**src/rtl/rgb_seq_ctrl.sv**
```systemverilog
// RGB colour sequencer: steps through six colours on a timed RUN schedule or by
// single STEP commands, with a PWM brightness gate on each LED channel.
module rgb_seq_ctrl #(
  parameter int BLINK_INTERVAL = 2000000,
  parameter int PWM_BITS       = 4
) (
  input  logic                clk,
  input  logic                rst_n,
  input  logic                cmd_valid,
  output logic                cmd_ready,
  input  logic [1:0]          cmd_op,
  input  logic [PWM_BITS-1:0] cmd_arg,
  output logic                RGB_R,
  output logic                RGB_G,
  output logic                RGB_B,
  output logic                running,
  output logic [2:0]          color_idx
);

  localparam int CNT_W = (BLINK_INTERVAL > 2) ? $clog2(BLINK_INTERVAL) : 1;
  localparam logic [CNT_W-1:0] CNT_LAST = CNT_W'(BLINK_INTERVAL - 1);

  localparam logic [1:0] OP_RUN   = 2'b00;
  localparam logic [1:0] OP_STOP  = 2'b01;
  localparam logic [1:0] OP_STEP  = 2'b10;
  localparam logic [1:0] OP_LEVEL = 2'b11;

  typedef enum logic [1:0] {IDLE, RUN, STEP} state_e;

  state_e              state_q, state_d;
  logic [CNT_W-1:0]    cnt_q, cnt_d;
  logic [2:0]          idx_q, idx_d;
  logic [PWM_BITS-1:0] pwm_q, pwm_d;
  logic [PWM_BITS-1:0] level_q, level_d;
  logic [2:0]          rgb_q, rgb_d;
  logic                accept;

  // Out-of-range indices (6, 7) fold back to red on the next advance.
  function automatic logic [2:0] next_idx(input logic [2:0] idx);
    return (idx >= 3'd5) ? 3'd0 : idx + 3'd1;
  endfunction

  function automatic logic [2:0] color_bits(input logic [2:0] idx);
    case (idx)
      3'd0:    return 3'b100;
      3'd1:    return 3'b110;
      3'd2:    return 3'b010;
      3'd3:    return 3'b011;
      3'd4:    return 3'b001;
      3'd5:    return 3'b101;
      default: return 3'b000;
    endcase
  endfunction

  always_comb begin
    state_d = state_q;
    cnt_d   = cnt_q;
    idx_d   = idx_q;
    level_d = level_q;
    pwm_d   = pwm_q + 1'b1;
    rgb_d   = color_bits(idx_q) & {3{pwm_q < level_q}};
    accept  = cmd_valid && (state_q != STEP);

    case (state_q)
      IDLE: begin
        if (accept) begin
          case (cmd_op)
            OP_RUN: begin
              state_d = RUN;
              cnt_d   = '0;
            end
            OP_STEP: begin
              state_d = STEP;
              idx_d   = next_idx(idx_q);
            end
            OP_LEVEL: level_d = cmd_arg;
            default: ;
          endcase
        end
      end
      RUN: begin
        // STOP wins over a coincident interval expiry: the colour is held.
        if (accept && cmd_op == OP_STOP) begin
          state_d = IDLE;
          cnt_d   = '0;
        end else begin
          if (cnt_q == CNT_LAST) begin
            cnt_d = '0;
            idx_d = next_idx(idx_q);
          end else begin
            cnt_d = cnt_q + 1'b1;
          end
          if (accept && cmd_op == OP_LEVEL) level_d = cmd_arg;
        end
      end
      STEP:    state_d = IDLE;
      default: state_d = IDLE;
    endcase
  end

  always_ff @(posedge clk or negedge rst_n) begin
    if (!rst_n) begin
      state_q <= IDLE;
      cnt_q   <= '0;
      idx_q   <= 3'd0;
      pwm_q   <= '0;
      level_q <= '1;
      rgb_q   <= 3'b000;
    end else begin
      state_q <= state_d;
      cnt_q   <= cnt_d;
      idx_q   <= idx_d;
      pwm_q   <= pwm_d;
      level_q <= level_d;
      rgb_q   <= rgb_d;
    end
  end

  assign cmd_ready = (state_q != STEP);
  assign running   = (state_q == RUN);
  assign color_idx = idx_q;
  assign RGB_R     = rgb_q[2];
  assign RGB_G     = rgb_q[1];
  assign RGB_B     = rgb_q[0];

endmodule

```
**config.mk**
```make
export PLATFORM = sky130hd
export DESIGN_NAME = rgb_seq_ctrl
export DESIGN_NICKNAME = d
export VERILOG_FILES = /design/src/rtl/rgb_seq_ctrl.sv
export SDC_FILE = /design/constraint.sdc
export NUM_CORES = 1
export LEC_CHECK = 0
export BUFFER_PORTS_ARGS = -buffer_cell sky130_fd_sc_hd__buf_2
export CAP_MARGIN = 10
export CELL_PAD_IN_SITES_DETAIL_PLACEMENT = 2
export CELL_PAD_IN_SITES_GLOBAL_PLACEMENT = 2
export CORE_MARGIN = 2
export CORE_UTILIZATION = 41
export CTS_CLUSTER_SIZE = 30
export DETAILED_ROUTE_END_ITERATION = 10
export PLACE_DENSITY_LB_ADDON = 0.1
export SETUP_SLACK_MARGIN = 0.15
export SKIP_LAST_GASP = 1
export SYNTH_ARGS = -nofsm -noshare
export SYNTH_HDL_FRONTEND = slang
export SYNTH_SLANG_ARGS = --single-unit
```
**constraint.sdc**
```tcl
create_clock -name clk -period 3.2 [get_ports clk]
set_input_delay 0.64 -clock clk [delete_from_list [all_inputs] [get_ports clk]]
set_output_delay 0.64 -clock clk [all_outputs]
set_load 0.005 [all_outputs]
```
Yosys cells after proc, flatten, opt, wreduce, memory -nomap -nowiden
Cells that the tools add are included.
{ "totals": {"reg_bits": 37, "in_bits": 9, "out_inout_bits": 8, "word_cells": 64} }
{ "op_classes": {"n_addsub": 3, "order_cmp": 2, "eq_ne": 20, "mux": 21, "bitwise": 1, "n_reduce_logical": 11} }
{ "ops": {"columns": ["operator", "count"], "rows": [
  ["21-bit 2-to-1 mux", 4],
  ["21-bit one-hot mux with 2 select lines", 1],
  ["21-bit by 1-bit adder with 21-bit output (second input constant)", 1],
  ["21-bit == test (second input constant)", 1],
  ["3-bit one-hot mux with 6 select lines", 1],
  ["4-bit 2-to-1 mux", 4],
  ["3-bit 2-to-1 mux", 5],
  ["2-bit by 1-bit != test with 1-bit output (second input constant)", 5],
  ["5-bit AND reduction", 2],
  ["2-bit != test (second input constant)", 4],
  ["2-bit one-hot mux with 2 select lines", 2],
  ["4-bit one-hot mux with 2 select lines", 1],
  ["3-bit by 2-bit == test with 1-bit output (second input constant)", 2],
  ["3-bit == test (second input constant)", 2],
  ["3-bit one-hot mux with 2 select lines", 1],
  ["3-bit AND reduction", 2],
  ["4-bit by 1-bit adder with 4-bit output (second input constant)", 1],
  ["2-bit by 1-bit == test with 1-bit output (second input constant)", 2],
  ["2-bit == test (second input constant)", 2],
  ["2-bit logical NOT", 2],
  ["4-bit < comparator", 1],
  ["2-bit 2-to-1 mux", 2],
  ["3-bit by 1-bit adder with 3-bit output (second input constant)", 1],
  ["3-bit bitwise AND", 1],
  ["other kinds (6)", 8]
]} }

Logic depth before layout (Yosys ltp)
{ "depth": {"word_depth": 6, "ltp_mapped": 7, "mapped_depth_nobuf": 6} }

Least setup slack after synthesis
No wires, ideal clock.
{ "synth_path": {"path_kind": "input port to flip-flop", "start": "input port cmd_op[0]", "end": "register cnt_q[10]", "setup_ps": 120, "arrival_ps": 2109, "required_time_ps": 3080, "slack_ps": 971, "stages": 6, "path_buffers": 1, "path_cell_list": "buf_6 or4b_4 a2111oi_4 and3_1 xnor2_1 nor2_2"} }
{ "synth_between": {"elab_chain_len": 4, "word_cells_on_any_way": 7, "classes_between": "2 x eq/ne; 2 x mux; 3 x reduce/logical"} }
{ "synth_rtl": {"columns": ["item", "line", "source"], "rows": [
  ["start: declaration", "11", "input logic [1:0] cmd_op,"],
  ["2-bit by 1-bit == test with 1-bit output", "83", "if (accept && cmd_op == OP_STOP) begin"],
  ["1-bit logical AND", "83", null],
  ["21-bit 2-to-1 mux", "83", null],
  ["21-bit one-hot mux with 2 select lines", "64", "case (state_q)"],
  ["end signal: assignment", "111", "cnt_q <= cnt_d;"],
  ["end: declaration", "31", "logic [CNT_W-1:0] cnt_q, cnt_d;"]
]} }
Parallel ways exist; a longest one is shown, timed or not.
A chain may end at the register's enable or synchronous reset.

Worst setup path in the final report
{ "layout_path": {"start": "register cnt_q[12]", "end": "register cnt_q[11]"} }
{ "layout_between": {"elab_chain_len": 4} }
{ "layout_rtl": {"columns": ["item", "line", "source"], "rows": [
  ["21-bit == test", "87", "if (cnt_q == CNT_LAST) begin"],
  ["21-bit 2-to-1 mux", "87", null],
  ["21-bit 2-to-1 mux", "83", null],
  ["21-bit one-hot mux with 2 select lines", "64", null]
]} }
Every way passes these cells.

==> results_dict.tcl <==
set metrics [dict create \
    grt_max_degree 38 \
    cp_num_buf_inv 0 \
    cts_max_level 2 \
    ctsResizeCount 0 \
    fmax_mhz 413 \
    synth_cells 193 \
    first_iter_violations 42 \
    leakage_nw 0.993 \
    fp.dieW_um 72.9 \
    start_util_pct 41.8 \
    cts_tree "yes" \
    vias_per_cell 5.47 \
    finalHoldViolations 0 \
    relSlewSlack_pct 44.9 \
    gp_congestion 0.795 \
    cp-start-kind "flop" \
    n_antenna_cell 0 \
    critical_path.top_delay_family "simple AND/OR/NAND/NOR gates" \
    drc 0 \
    setup-tns-final_ns 0 \
    synthesis.area_mm2 0.00195 \
    tightest_slew_ns 0.826 \
    cp_max_fo 16 \
    vias 1466 \
    grt_use_total_pct 19.8 \
    die_h_um 72.9 \
    critPathMaxStageDelay_ns 0.62 \
    syn_nets 212 \
    final_util_pct 46.4 \
    synth.distinct_cells 37 \
    num_rows 25 \
    ys_seq_elements 37 \
    cts_buffer_depth 2 \
    post-place-ws_ns 0.694 \
    io_pins 17 \
    synth.avg_cell_area_um2 10.1 \
    skew_ns 0.00926 \
    status "finished clean" \
    cts_setup_buffers 0 \
    worst-setup-path-type "reg2reg" \
    ant_nets 0 \
    numCtsBuffers 5 \
    grt.overflow.total 0 \
    clock_latency_ns 0.29 \
    area_growth_pct 11.2 \
    drive_gt1_share_pct 19.6 \
    routed_wl_um 4530 \
    hold_buffers 0 \
    seq_area_frac_synth_pct 47.8 \
    clock-sinks 37 \
    place_hpwl_um 3360 \
    cp_cell_sequence "or4_1, nor3_1, a31oi_1, nor2_2, nor2_1" \
    arrival_ns 2.57 \
    layout_setup_ws_ns 0.781 \
    rsz0062_at_grt "false" \
    synthFlopType "dfrtp_1" \
    synth_edf_count 0 \
    grt_first_pass_wirelength_um 8020 \
    nets 232 \
    firstDrtPassIters 4 \
    peakVddDrop_v 0.000293 \
    maxSlewViolCount 0 \
    slowest_stage "nor2_2" \
    first_global_vias 1636 \
    cp-end-kind "flop" \
    cap_violations 0 \
    synthArstFlopShare_pct 100 \
    hp-class "in2async" \
    setup_violations 0 \
    fp.coreArea_mm2 0.00466 \
    wl_per_cell_um 16.9 \
    critPathRequiredTime_ns 3.35 \
    die_area_mm2 0.00532 \
    layout_min_cycle_time_ns 2.42 \
    grt_antenna_before_repair 0 \
    finalCritPeriodShare_pct 75.6 \
    io_buffers 16 \
    yosys_warnings 0 \
    clkSlewWorstSetupHoldPaths_ns 0.08 \
    power_density_mw_per_mm2 594 \
    clk_root_buffer_cell "clkbuf_8" \
    fillers 526 \
]
[sequential cells by signal (all words and copies together), names as in the netlist]
signal     count
level_q        4
pwm_q          4
color_idx      3
cnt_q         21
state_q        2
rgb_q          3
[path summary, 6_finish.rpt]
kind / startpoint / end / slack [ns] / cells past startpoint
worst min register to register: pwm_q[0] / pwm_q[0] / 0.51 / 1
worst max register to register: cnt_q[12] / cnt_q[11] / 0.78 / 5
max in group asynchronous: rst_n / cnt_q[5] / 2.23 / 1
worst min-delay path: rst_n / pwm_q[2] / 0.44 / 1
worst max-delay path: cnt_q[12] / cnt_q[11] / 0.78 / 5
min in group clk: pwm_q[0] / pwm_q[0] / 0.51 / 1
[synth_stat cells (2+ instances only)]
library cell | number | area (um2)
dfrtp_1 | 33 | 826
nor2_1 | 32 | 120
nand2_1 | 12 | 45.0
xnor2_1 | 12 | 105
inv_1 | 11 | 41.3
ha_1 | 10 | 125
nand3_1 | 8 | 40.0
mux2_2 | 7 | 78.8
nor3_1 | 7 | 35.0
xor2_1 | 6 | 52.6
nor4_1 | 5 | 31.3
a21oi_1 | 4 | 20.0
and3_1 | 4 | 25.0
dfstp_2 | 4 | 105
nand4_1 | 4 | 25.0
nor2b_1 | 4 | 25.0
a21o_1 | 3 | 22.5
o21ai_0 | 3 | 15.0
a31oi_1 | 2 | 12.5
nand2b_1 | 2 | 12.5
nor2_2 | 2 | 12.5
o21a_1 | 2 | 15.0
or2_2 | 2 | 12.5
[layer usage]
| layer | wire length [um] | GRT usage, % | vias up |
|---|---|---|---|
| met2 | 2310 | 33.5 | 18 |
| li1 | - | - | 699 |
| met4 | 39 | 7.20 | 0 |
| met3 | 91 | 3.87 | 4 |
| met1 | 2090 | 25.0 | 745 |
| met5 | 0 | 0 | - |
[cell usage in the layout, fill, tap and decap left out, types with 2 or more instances in the layout]
cell and instances:
o21ai_0 3, nand3_1 8, nor4_1 5, nor3_1 7, a31oi_1 2, ha_1 10, clkbuf_8 5, nor2_1 32
dfstp_2 4, and3_1 4, nand4_1 4, or2_2 2, a21o_1 3, xor2_1 6, buf_2 16, nor2_2 2
xnor2_1 12, mux2_2 7, a21oi_1 4, nand2b_1 2, o21a_1 2, nor2b_1 4, inv_1 11, dfrtp_1 33
nand2_1 12
[logic make-up (layout without fill, tap and decap cells)]
kind of cell / Yosys count / count (layout) / synth area share (%)
xor+xnor: 18 / 18 / 8.10
compound gates: 20 / 20 / 8.29
buf+inv: 14 / 35 / 3.15
mux: 8 / 8 / 4.56
fa+ha+maj: 10 / 10 / 6.43
flops: 37 / 37 / 47.8
simple gates: 86 / 86 / 21.7
[final cells by class]
| cell class | instances | area, um2 | share of cell area (%) |
|---|---|---|---|
| tap | 54 | 67.6 | 3.12 |
| clock inverter | 3 | 21.3 | 0.983 |
| clock buffer | 5 | 68.8 | 3.18 |
| timing repair buffer | 16 | 80.1 | 3.70 |
| inverter | 11 | 41.3 | 1.91 |
| multi-input combinational | 142 | 955 | 44.1 |
| sequential | 37 | 931 | 43.0 |
[worst reg2reg max path, stage by stage, from the launching register on]
cell	delay, ns
dfrtp_1	0.43
or4_1	0.54
nor3_1	0.30
a31oi_1	0.27
nor2_2	0.62
nor2_1	0.13
[through the flow]
| stage | area, um2 | hold WS, ns | cells | power [mW] |
|---|---|---|---|---|
| after floorplan | 1950 | 0.344 | 193 | 0.833 |
| after global placement | 2070 | 0.459 | 260 | 0.930 |
| after detailed placement | 2070 | 0.491 | 260 | 0.970 |
| after CTS | 2160 | 0.464 | 268 | 1.31 |
| after global routing | 2160 | 0.481 | 268 | 1.39 |
| final | 2160 | 0.435 | 268 | 1.29 |
[power breakdown]
group / total (mW) / internal, mW / switching, mW
clock network: 0.333 / 0.154 / 0.179
registers: 0.608 / 0.542 / 0.0657
logic: 0.345 / 0.154 / 0.190
total: 1.29 / 0.851 / 0.435
Power figures use the tool's default switching activity.
